## src/rtl/conv_layer_sequencer_if.sv

```systemverilog
// conv_layer_sequencer_if: result writeback handshake between the sequencer and the writeback path
interface conv_layer_sequencer_if #(
  parameter int FM_SIZE_WIDTH = 8
);
  logic out_valid;
  logic out_ready;
  logic [FM_SIZE_WIDTH-1:0] out_kernel;
  logic [FM_SIZE_WIDTH-1:0] out_row;
  logic [FM_SIZE_WIDTH-1:0] out_col;
  modport master(output out_valid, out_kernel, out_row, out_col, input out_ready);
  modport slave(input out_valid, out_kernel, out_row, out_col, output out_ready);
endinterface

```

## src/rtl/conv_layer_sequencer.sv

```systemverilog
// conv_layer_sequencer: tiles one conv layer over a PARA_X x PARA_Y MAC array, streams windows/weights, writes back results
// Optional CONV_SEQ_PERF_CNT_EN adds stream_cycles/stall_cycles performance counters.
module conv_layer_sequencer #(
  parameter int PARA_X = 3,
  parameter int PARA_Y = 3,
  parameter int PARA_KERNEL = 2,
  parameter int KERNEL_SIZE_WIDTH = 6,
  parameter int FM_SIZE_WIDTH = 8,
  parameter int WEIGHT_ADDR_WIDTH = 10
) (
  input  logic clk,
  input  logic rst_n,
  input  logic start,
  input  logic abort,
  input  logic [KERNEL_SIZE_WIDTH-1:0] kernel_size,
  input  logic [FM_SIZE_WIDTH-1:0] fm_size,
  input  logic [FM_SIZE_WIDTH-1:0] kernel_num,
  output logic busy,
  output logic done,
  output logic conv_rst,
  output logic mac_valid,
  output logic [FM_SIZE_WIDTH-1:0] fm_row,
  output logic [FM_SIZE_WIDTH-1:0] fm_col,
  output logic [WEIGHT_ADDR_WIDTH-1:0] weight_addr_read,
  output logic [PARA_X-1:0] row_mask,
  output logic [PARA_Y-1:0] col_mask,
  input  logic [PARA_KERNEL-1:0] conv_out_ready,
`ifdef CONV_SEQ_PERF_CNT_EN
  output logic [31:0] stream_cycles,
  output logic [31:0] stall_cycles,
`endif
  conv_layer_sequencer_if.master wb
);
  localparam int W = FM_SIZE_WIDTH + 2;
  typedef enum logic [2:0] {IDLE, LOAD, STREAM, DRAIN, WRITE, NEXT, FIN} state_t;
  state_t state;
  logic [KERNEL_SIZE_WIDTH-1:0] ks_r, kr, kc;
  logic [FM_SIZE_WIDTH-1:0] fm_r, kn_r, row_base, col_base, kbase;
  logic [WEIGHT_ADDR_WIDTH-1:0] wbase;
  logic [W-1:0] os, nk;
  logic [PARA_X-1:0] rm;
  logic [PARA_Y-1:0] cm;
  logic last_c, last_r, last_g, last_kc, last_kr, more_k;
  assign os = W'(fm_r) - W'(ks_r) + W'(1);
  assign last_c = W'(col_base) + W'(PARA_Y) >= os;
  assign last_r = W'(row_base) + W'(PARA_X) >= os;
  assign last_g = W'(kbase) + W'(PARA_KERNEL) >= W'(kn_r);
  assign last_kc = kc == ks_r - 1'b1;
  assign last_kr = kr == ks_r - 1'b1;
  assign nk = W'(wb.out_kernel) + W'(1);
  assign more_k = nk < W'(kbase) + W'(PARA_KERNEL) && nk < W'(kn_r);
  always_comb begin
    rm = '0;
    cm = '0;
    for (int i = 0; i < PARA_X; i++) rm[i] = W'(row_base) + W'(i) < os;
    for (int j = 0; j < PARA_Y; j++) cm[j] = W'(col_base) + W'(j) < os;
  end
  always_ff @(posedge clk or negedge rst_n)
    if (!rst_n) begin
      state <= IDLE;
      busy <= 1'b0;
      done <= 1'b0;
      conv_rst <= 1'b0;
      mac_valid <= 1'b0;
      fm_row <= '0;
      fm_col <= '0;
      weight_addr_read <= '0;
      row_mask <= '0;
      col_mask <= '0;
      wb.out_valid <= 1'b0;
      wb.out_kernel <= '0;
      wb.out_row <= '0;
      wb.out_col <= '0;
      ks_r <= '0;
      fm_r <= '0;
      kn_r <= '0;
      kr <= '0;
      kc <= '0;
      row_base <= '0;
      col_base <= '0;
      kbase <= '0;
      wbase <= '0;
    end else if (abort) begin
      state <= IDLE;
      busy <= 1'b0;
      done <= 1'b0;
      conv_rst <= 1'b0;
      mac_valid <= 1'b0;
      fm_row <= '0;
      fm_col <= '0;
      weight_addr_read <= '0;
      row_mask <= '0;
      col_mask <= '0;
      wb.out_valid <= 1'b0;
      wb.out_kernel <= '0;
      wb.out_row <= '0;
      wb.out_col <= '0;
    end else begin
      case (state)
        IDLE: if (start) begin
          ks_r <= kernel_size;
          fm_r <= fm_size;
          kn_r <= kernel_num;
          row_base <= '0;
          col_base <= '0;
          kbase <= '0;
          wbase <= '0;
          busy <= 1'b1;
          state <= LOAD;
        end
        LOAD: begin
          conv_rst <= 1'b1;
          mac_valid <= 1'b1;
          kr <= '0;
          kc <= '0;
          fm_row <= row_base;
          fm_col <= col_base;
          weight_addr_read <= wbase;
          row_mask <= rm;
          col_mask <= cm;
          state <= STREAM;
        end
        STREAM: if (last_kc && last_kr) begin
          mac_valid <= 1'b0;
          state <= DRAIN;
        end else begin
          // weight address runs linearly; it ends on the group's last word, which seeds the next group base
          weight_addr_read <= weight_addr_read + 1'b1;
          kc <= last_kc ? '0 : kc + 1'b1;
          kr <= last_kc ? kr + 1'b1 : kr;
          fm_col <= last_kc ? col_base : fm_col + 1'b1;
          fm_row <= last_kc ? fm_row + 1'b1 : fm_row;
        end
        DRAIN: if (&conv_out_ready) begin
          wb.out_valid <= 1'b1;
          wb.out_kernel <= kbase;
          wb.out_row <= row_base;
          wb.out_col <= col_base;
          state <= WRITE;
        end
        WRITE: if (wb.out_ready) begin
          if (more_k) wb.out_kernel <= wb.out_kernel + 1'b1;
          else begin
            wb.out_valid <= 1'b0;
            state <= NEXT;
          end
        end
        NEXT: begin
          conv_rst <= 1'b0;
          col_base <= last_c ? '0 : col_base + FM_SIZE_WIDTH'(PARA_Y);
          if (last_c) row_base <= last_r ? '0 : row_base + FM_SIZE_WIDTH'(PARA_X);
          if (last_c && last_r && !last_g) begin
            kbase <= kbase + FM_SIZE_WIDTH'(PARA_KERNEL);
            wbase <= weight_addr_read + 1'b1;
          end
          if (last_c && last_r && last_g) begin
            done <= 1'b1;
            busy <= 1'b0;
            state <= FIN;
          end else state <= LOAD;
        end
        FIN: begin
          done <= 1'b0;
          state <= IDLE;
        end
        default: state <= IDLE;
      endcase
    end
`ifdef CONV_SEQ_PERF_CNT_EN
  always_ff @(posedge clk or negedge rst_n)
    if (!rst_n) begin
      stream_cycles <= '0;
      stall_cycles <= '0;
    end else if (state == IDLE && start && !abort) begin
      stream_cycles <= '0;
      stall_cycles <= '0;
    end else begin
      if (mac_valid) stream_cycles <= stream_cycles + 1'b1;
      if (state == DRAIN || (state == WRITE && wb.out_valid && !wb.out_ready)) stall_cycles <= stall_cycles + 1'b1;
    end
`endif
endmodule
```

## src/flat_wrapper.sv

```systemverilog
// flat-port wrapper written by rule: the top's interface ports become plain ports
module conv_layer_sequencer_flat 
#(
  parameter int PARA_X = 3,
  parameter int PARA_Y = 3,
  parameter int PARA_KERNEL = 2,
  parameter int KERNEL_SIZE_WIDTH = 6,
  parameter int FM_SIZE_WIDTH = 8,
  parameter int WEIGHT_ADDR_WIDTH = 10
)
  (clk, rst_n, start, abort, kernel_size, fm_size, kernel_num, busy, done, conv_rst, mac_valid, fm_row, fm_col, weight_addr_read, row_mask, col_mask, conv_out_ready, wb_out_valid, wb_out_kernel, wb_out_row, wb_out_col, wb_out_ready);
  conv_layer_sequencer_if #(.FM_SIZE_WIDTH(FM_SIZE_WIDTH)) wb_i ();
  input  logic clk;
  input  logic rst_n;
  input  logic start;
  input  logic abort;
  input  logic [KERNEL_SIZE_WIDTH-1:0] kernel_size;
  input  logic [FM_SIZE_WIDTH-1:0] fm_size;
  input  logic [FM_SIZE_WIDTH-1:0] kernel_num;
  output logic busy;
  output logic done;
  output logic conv_rst;
  output logic mac_valid;
  output logic [FM_SIZE_WIDTH-1:0] fm_row;
  output logic [FM_SIZE_WIDTH-1:0] fm_col;
  output logic [WEIGHT_ADDR_WIDTH-1:0] weight_addr_read;
  output logic [PARA_X-1:0] row_mask;
  output logic [PARA_Y-1:0] col_mask;
  input  logic [PARA_KERNEL-1:0] conv_out_ready;
  output wire logic [$bits(wb_i.out_valid)-1:0] wb_out_valid;
  output wire logic [$bits(wb_i.out_kernel)-1:0] wb_out_kernel;
  output wire logic [$bits(wb_i.out_row)-1:0] wb_out_row;
  output wire logic [$bits(wb_i.out_col)-1:0] wb_out_col;
  input wire logic [$bits(wb_i.out_ready)-1:0] wb_out_ready;
  assign wb_out_valid = wb_i.out_valid;
  assign wb_out_kernel = wb_i.out_kernel;
  assign wb_out_row = wb_i.out_row;
  assign wb_out_col = wb_i.out_col;
  assign wb_i.out_ready = wb_out_ready;
  conv_layer_sequencer #(.PARA_X(PARA_X), .PARA_Y(PARA_Y), .PARA_KERNEL(PARA_KERNEL), .KERNEL_SIZE_WIDTH(KERNEL_SIZE_WIDTH), .FM_SIZE_WIDTH(FM_SIZE_WIDTH), .WEIGHT_ADDR_WIDTH(WEIGHT_ADDR_WIDTH)) u_core (.clk(clk), .rst_n(rst_n), .start(start), .abort(abort), .kernel_size(kernel_size), .fm_size(fm_size), .kernel_num(kernel_num), .busy(busy), .done(done), .conv_rst(conv_rst), .mac_valid(mac_valid), .fm_row(fm_row), .fm_col(fm_col), .weight_addr_read(weight_addr_read), .row_mask(row_mask), .col_mask(col_mask), .conv_out_ready(conv_out_ready), .wb(wb_i));
endmodule
```

## config.mk

```make
export PLATFORM = sky130hd
export DESIGN_NAME = conv_layer_sequencer_flat
export DESIGN_NICKNAME = d
export VERILOG_FILES = /design/src/rtl/conv_layer_sequencer_if.sv /design/src/rtl/conv_layer_sequencer.sv /design/src/flat_wrapper.sv
export SDC_FILE = /design/constraint.sdc
export NUM_CORES = 1
export LEC_CHECK = 0
export ABC_AREA = 1
export ABC_CLOCK_PERIOD_IN_PS = 3650
export CORE_MARGIN = 1.5
export CORE_UTILIZATION = 53
export DETAILED_ROUTE_END_ITERATION = 7
export PLACE_DENSITY = 0.77
export SLEW_MARGIN = 10
export SYNTH_ARGS = -nofsm -noshare
export SYNTH_HDL_FRONTEND = slang
export SYNTH_SLANG_ARGS = --single-unit
export TNS_END_PERCENT = 20
```

## constraint.sdc

```tcl
create_clock -name clk -period 3.65 [get_ports clk]
set_input_delay 0.73 -clock clk [delete_from_list [all_inputs] [get_ports clk]]
set_output_delay 0.73 -clock clk [all_outputs]
set_load 0.03 [all_outputs]
```

==> metrics.yaml <==
placement:
  port_buffers: 89
  post-place-cells: 1594
  place_congestion: 0.9381
  hpwlAfterDp_um: 19460
timing:
  grt_setup_unrepaired: "true"
  final-hold-violation-count: 0
  fin_crit_ns: 3.503
  max_freq_mhz: 285.5
  setup-tns-final_ns: 0
  worst_pin_slew_ns: 0.8007
  final-setup-viol-count: 0
  relSlewSlack: 0.4626
  fin_worst_skew_ns: 0.01286
  slew_violations: 0
  finalCritPeriodShare: 0.9597
floorplan:
  core.rowCount: 49
  die_width_um: 140.0
  dieHeight_um: 140.0
  num_io_pins: 90
  initial_core_util: 0.5465
  die_area_mm2: 0.01961
  core_mm2: 0.01821
global_routing:
  grt-ovfl-total: 0
  grt_first_pass_wirelength_um: 42890
  grt_use_total: 0.2750
  grt_max_degree: 71
  grt_pass1_vias: 8516
  antenna_found_initial: 0
power:
  power.density_mw_per_mm2: 792.4
  sw_frac_of_total: 0.4678
  p_comb_frac: 0.603
  vdd_ir_drop_max_mv: 0.6541
  cellLeakagePower_nw: 5.858
  p_clk_frac: 0.191
  seqPwrFrac: 0.206
  p_sw_w: 0.004453
  p_int_w: 0.005066
route:
  vias_per_cell: 5.533
  drc: 0
  vias: 9036
  wl_per_cell_um: 16.14
  dr.pass1.iters: 4
  wl_um: 26360
  drt_iter0_drc: 535
  postRouteAntennaNets: 0
logic_synthesis:
  syn_area_mm2: 0.009951
  yosys.area_share.adder: 0.1416
  synth_compound_area_frac: 0.1413
  synthSimpleGateAreaFrac: 0.2374
  synthMuxAreaShare: 0.006664
  ys_seq_area_frac: 0.3294
  synth_nets: 1424
  synth-seq-cells: 131
  yosysUniqueCellTypes: 50
  ys_warn_count: 0
  synth_top_family_by_area: "simple AND/OR/NAND/NOR gates"
  syn_inst: 1283
  syn_avg_cell_area_um2: 7.756
  synth-xor-area-share: 0.06161
clocking:
  cts.sinks: 131
  clkTransAtPathRegs_ns: 0.06
  cts_tree: "done"
  ctsLongestPathBuffers: 2
  numCtsBuffers: 17
  cts-root-buf: "clkbuf_16"
  clock_latency_ns: 0.43
  htree_levels: 4
setup_path:
  crit_buf_inv: 5
  path_class: "flip-flop to flip-flop"
  critPathMaxStageDelay_ns: 0.56
  critPathMaxFanout: 4
  worstSetupStartpointType: "flip-flop"
  path_delay_family: "adder cells"
  crit_path_end_kind: "flip-flop"
  crit_required_ns: 4.01
  arrival_ns: 3.87
  cp_cell_sequence: "inv_1 > ha_1 > inv_2 > fa_2 > nand2_1 > nor2_4 > nand3_4 > xnor2_4 > buf_4 > buf_4 > buf_4 > ha_1 > nand4_1 > o21ai_0 > o31ai_1 > nand2_1 > a21oi_2 > nand3b_1 > nand2_1 > nand2_1"
  critPathSlowestCell: "fa_2"
  cpMostUsedCell: "nand2_1"
finish:
  fin_nets: 1533
  area_delta_synth_final_pct: 20.73
  drive_gt1_frac: 0.1232
  diodes: 0
  layout.cells.non_filler: 1633
job:
  cap_violations: 0
status:
  status: "finished clean"
hold_path:
  hp-class: "input pin to async pin"
## timing repair
action	in CTS	in global routing
hold buffers	0	0
hold endpoints to repair	0	0
resized for setup	10	30
endpoints found under the setup margin	35	42
setup buffers	2	4
pin swaps	1	11
gates cloned	0	2
## metrics by stage
stage	setup slack, ns	instance area (µm²)	utilization	hold slack [ns]	power (W)
floorplan	0.07526	9958	-	0.4344	0.005555
global placement	0.04993	11150	0.6125	0.4633	0.006948
detailed placement	-0.09689	11150	0.6125	0.4692	0.007082
CTS	0.03734	11850	0.6507	0.3551	0.009180
global route	-0.07974	12010	0.6598	0.3818	0.01035
finish	0.1471	12010	0.6598	0.3226	0.009519
## per-layer routing
| layer | share of wire | track usage |
|---|---|---|
| met2 | 0.46 | 0.4389 |
| met4 | 0.015 | 0.07590 |
| met5 | 0 | 0 |
| met3 | 0.063 | 0.04786 |
| met1 | 0.46 | 0.3863 |
## power by group through the flow
stage	Clock (W)	Combinational [W]	Sequential [W]
finish	0.00182	0.00574	0.00196
global route	0.00190	0.00646	0.00199
CTS	0.00183	0.00540	0.00195
detailed placement	0	0.00512	0.00196
global placement	0	0.00498	0.00196
floorplan	0	0.00346	0.00209
## placed cells by master, fill, tap and decap left out, types with 10 or more instances in the layout
master / instances
nand2_1: 276
inv_1: 154
dfrtp_1: 130
ha_1: 109
clkdlybuf4s50_1: 88
nor2_1: 73
a21oi_1: 70
nand3_1: 70
o21ai_0: 65
xor2_1: 52
buf_4: 26
o21ai_1: 25
o21ai_2: 23
nand4_1: 21
clkbuf_16: 18
nor3_1: 17
nand2_2: 17
xnor2_1: 14
inv_2: 14
or2_2: 12
o22ai_1: 10
o31ai_1: 10
## state kept, by name, summed over array words and instances (netlist names), 7 cells and up
register	count
u_core.wb.out_col	8
u_core.fm_col	8
u_core.wb.out_kernel	8
u_core.wb.out_row	8
u_core.kbase	7
u_core.col_base	8
u_core.weight_addr_read	10
u_core.kn_r	8
u_core.row_base	8
u_core.wbase	10
u_core.fm_r	8
u_core.fm_row	8
## cells by family after synthesis
group           Yosys count
simple gates            526
compound gates          238
flops                   131
xor+xnor                 70
buf+inv                 200
fa+ha+maj               112
mux                       6
## synthesized netlist by cell type (all sizes together)
cell	number	area [µm²]
o211a	1	10.01
nor2	85	370.4
or2	12	75.07
o21bai	7	52.55
nand2	301	1187
clkbuf	14	52.55
inv	168	630.6
o31ai	10	75.07
o211ai	5	37.54
clkinv	3	11.26
and2	1	6.260
a21oi	74	385.4
o21ai	113	651.9
fa	1	20.02
nand4	22	143.9
nand3b	6	45.04
buf	15	121.4
xor2	52	455.4
o2111ai	2	17.52
nor4	1	6.260
mux2	5	56.30
dfrtp	131	3278
xnor2	18	157.7
ha	111	1389
a211oi	2	15.01
mux2i	1	10.01
nor3	19	106.4
a21o	8	60.06
o22ai	10	62.56
a21boi	1	7.510
nand3	78	415.4
and3	1	6.260
a31oi	5	31.28
## final timing paths
check	cells after the start	endpoint	startpoint	slack, ns
max in group asynchronous	2	u_core.wb.out_row[3]	rst_n	2.54
setup reg to reg	20	u_core.row_mask[0]	u_core.fm_r[0]	0.15
hold / removal	1	u_core.wb.out_col[4]	rst_n	0.32
setup / recovery	20	u_core.row_mask[0]	u_core.fm_r[0]	0.15
min in group clk	2	u_core.wb.out_valid	u_core.wb.out_valid	0.48
hold reg to reg	2	u_core.wb.out_valid	u_core.wb.out_valid	0.48
## area by class of cell
| class | count | area (µm²) |
|---|---|---|
| Clock inverter | 9 | 153.9 |
| Sequential cell | 131 | 3279 |
| Clock buffer | 22 | 464.2 |
| Inverter | 171 | 641.9 |
| Timing Repair Buffer | 119 | 1164 |
| Multi-Input combinational cell | 952 | 6025 |
| Fill cell | 1503 | 6195 |
| Tap cell | 229 | 286.5 |
(Power assumes the default switching activity.)
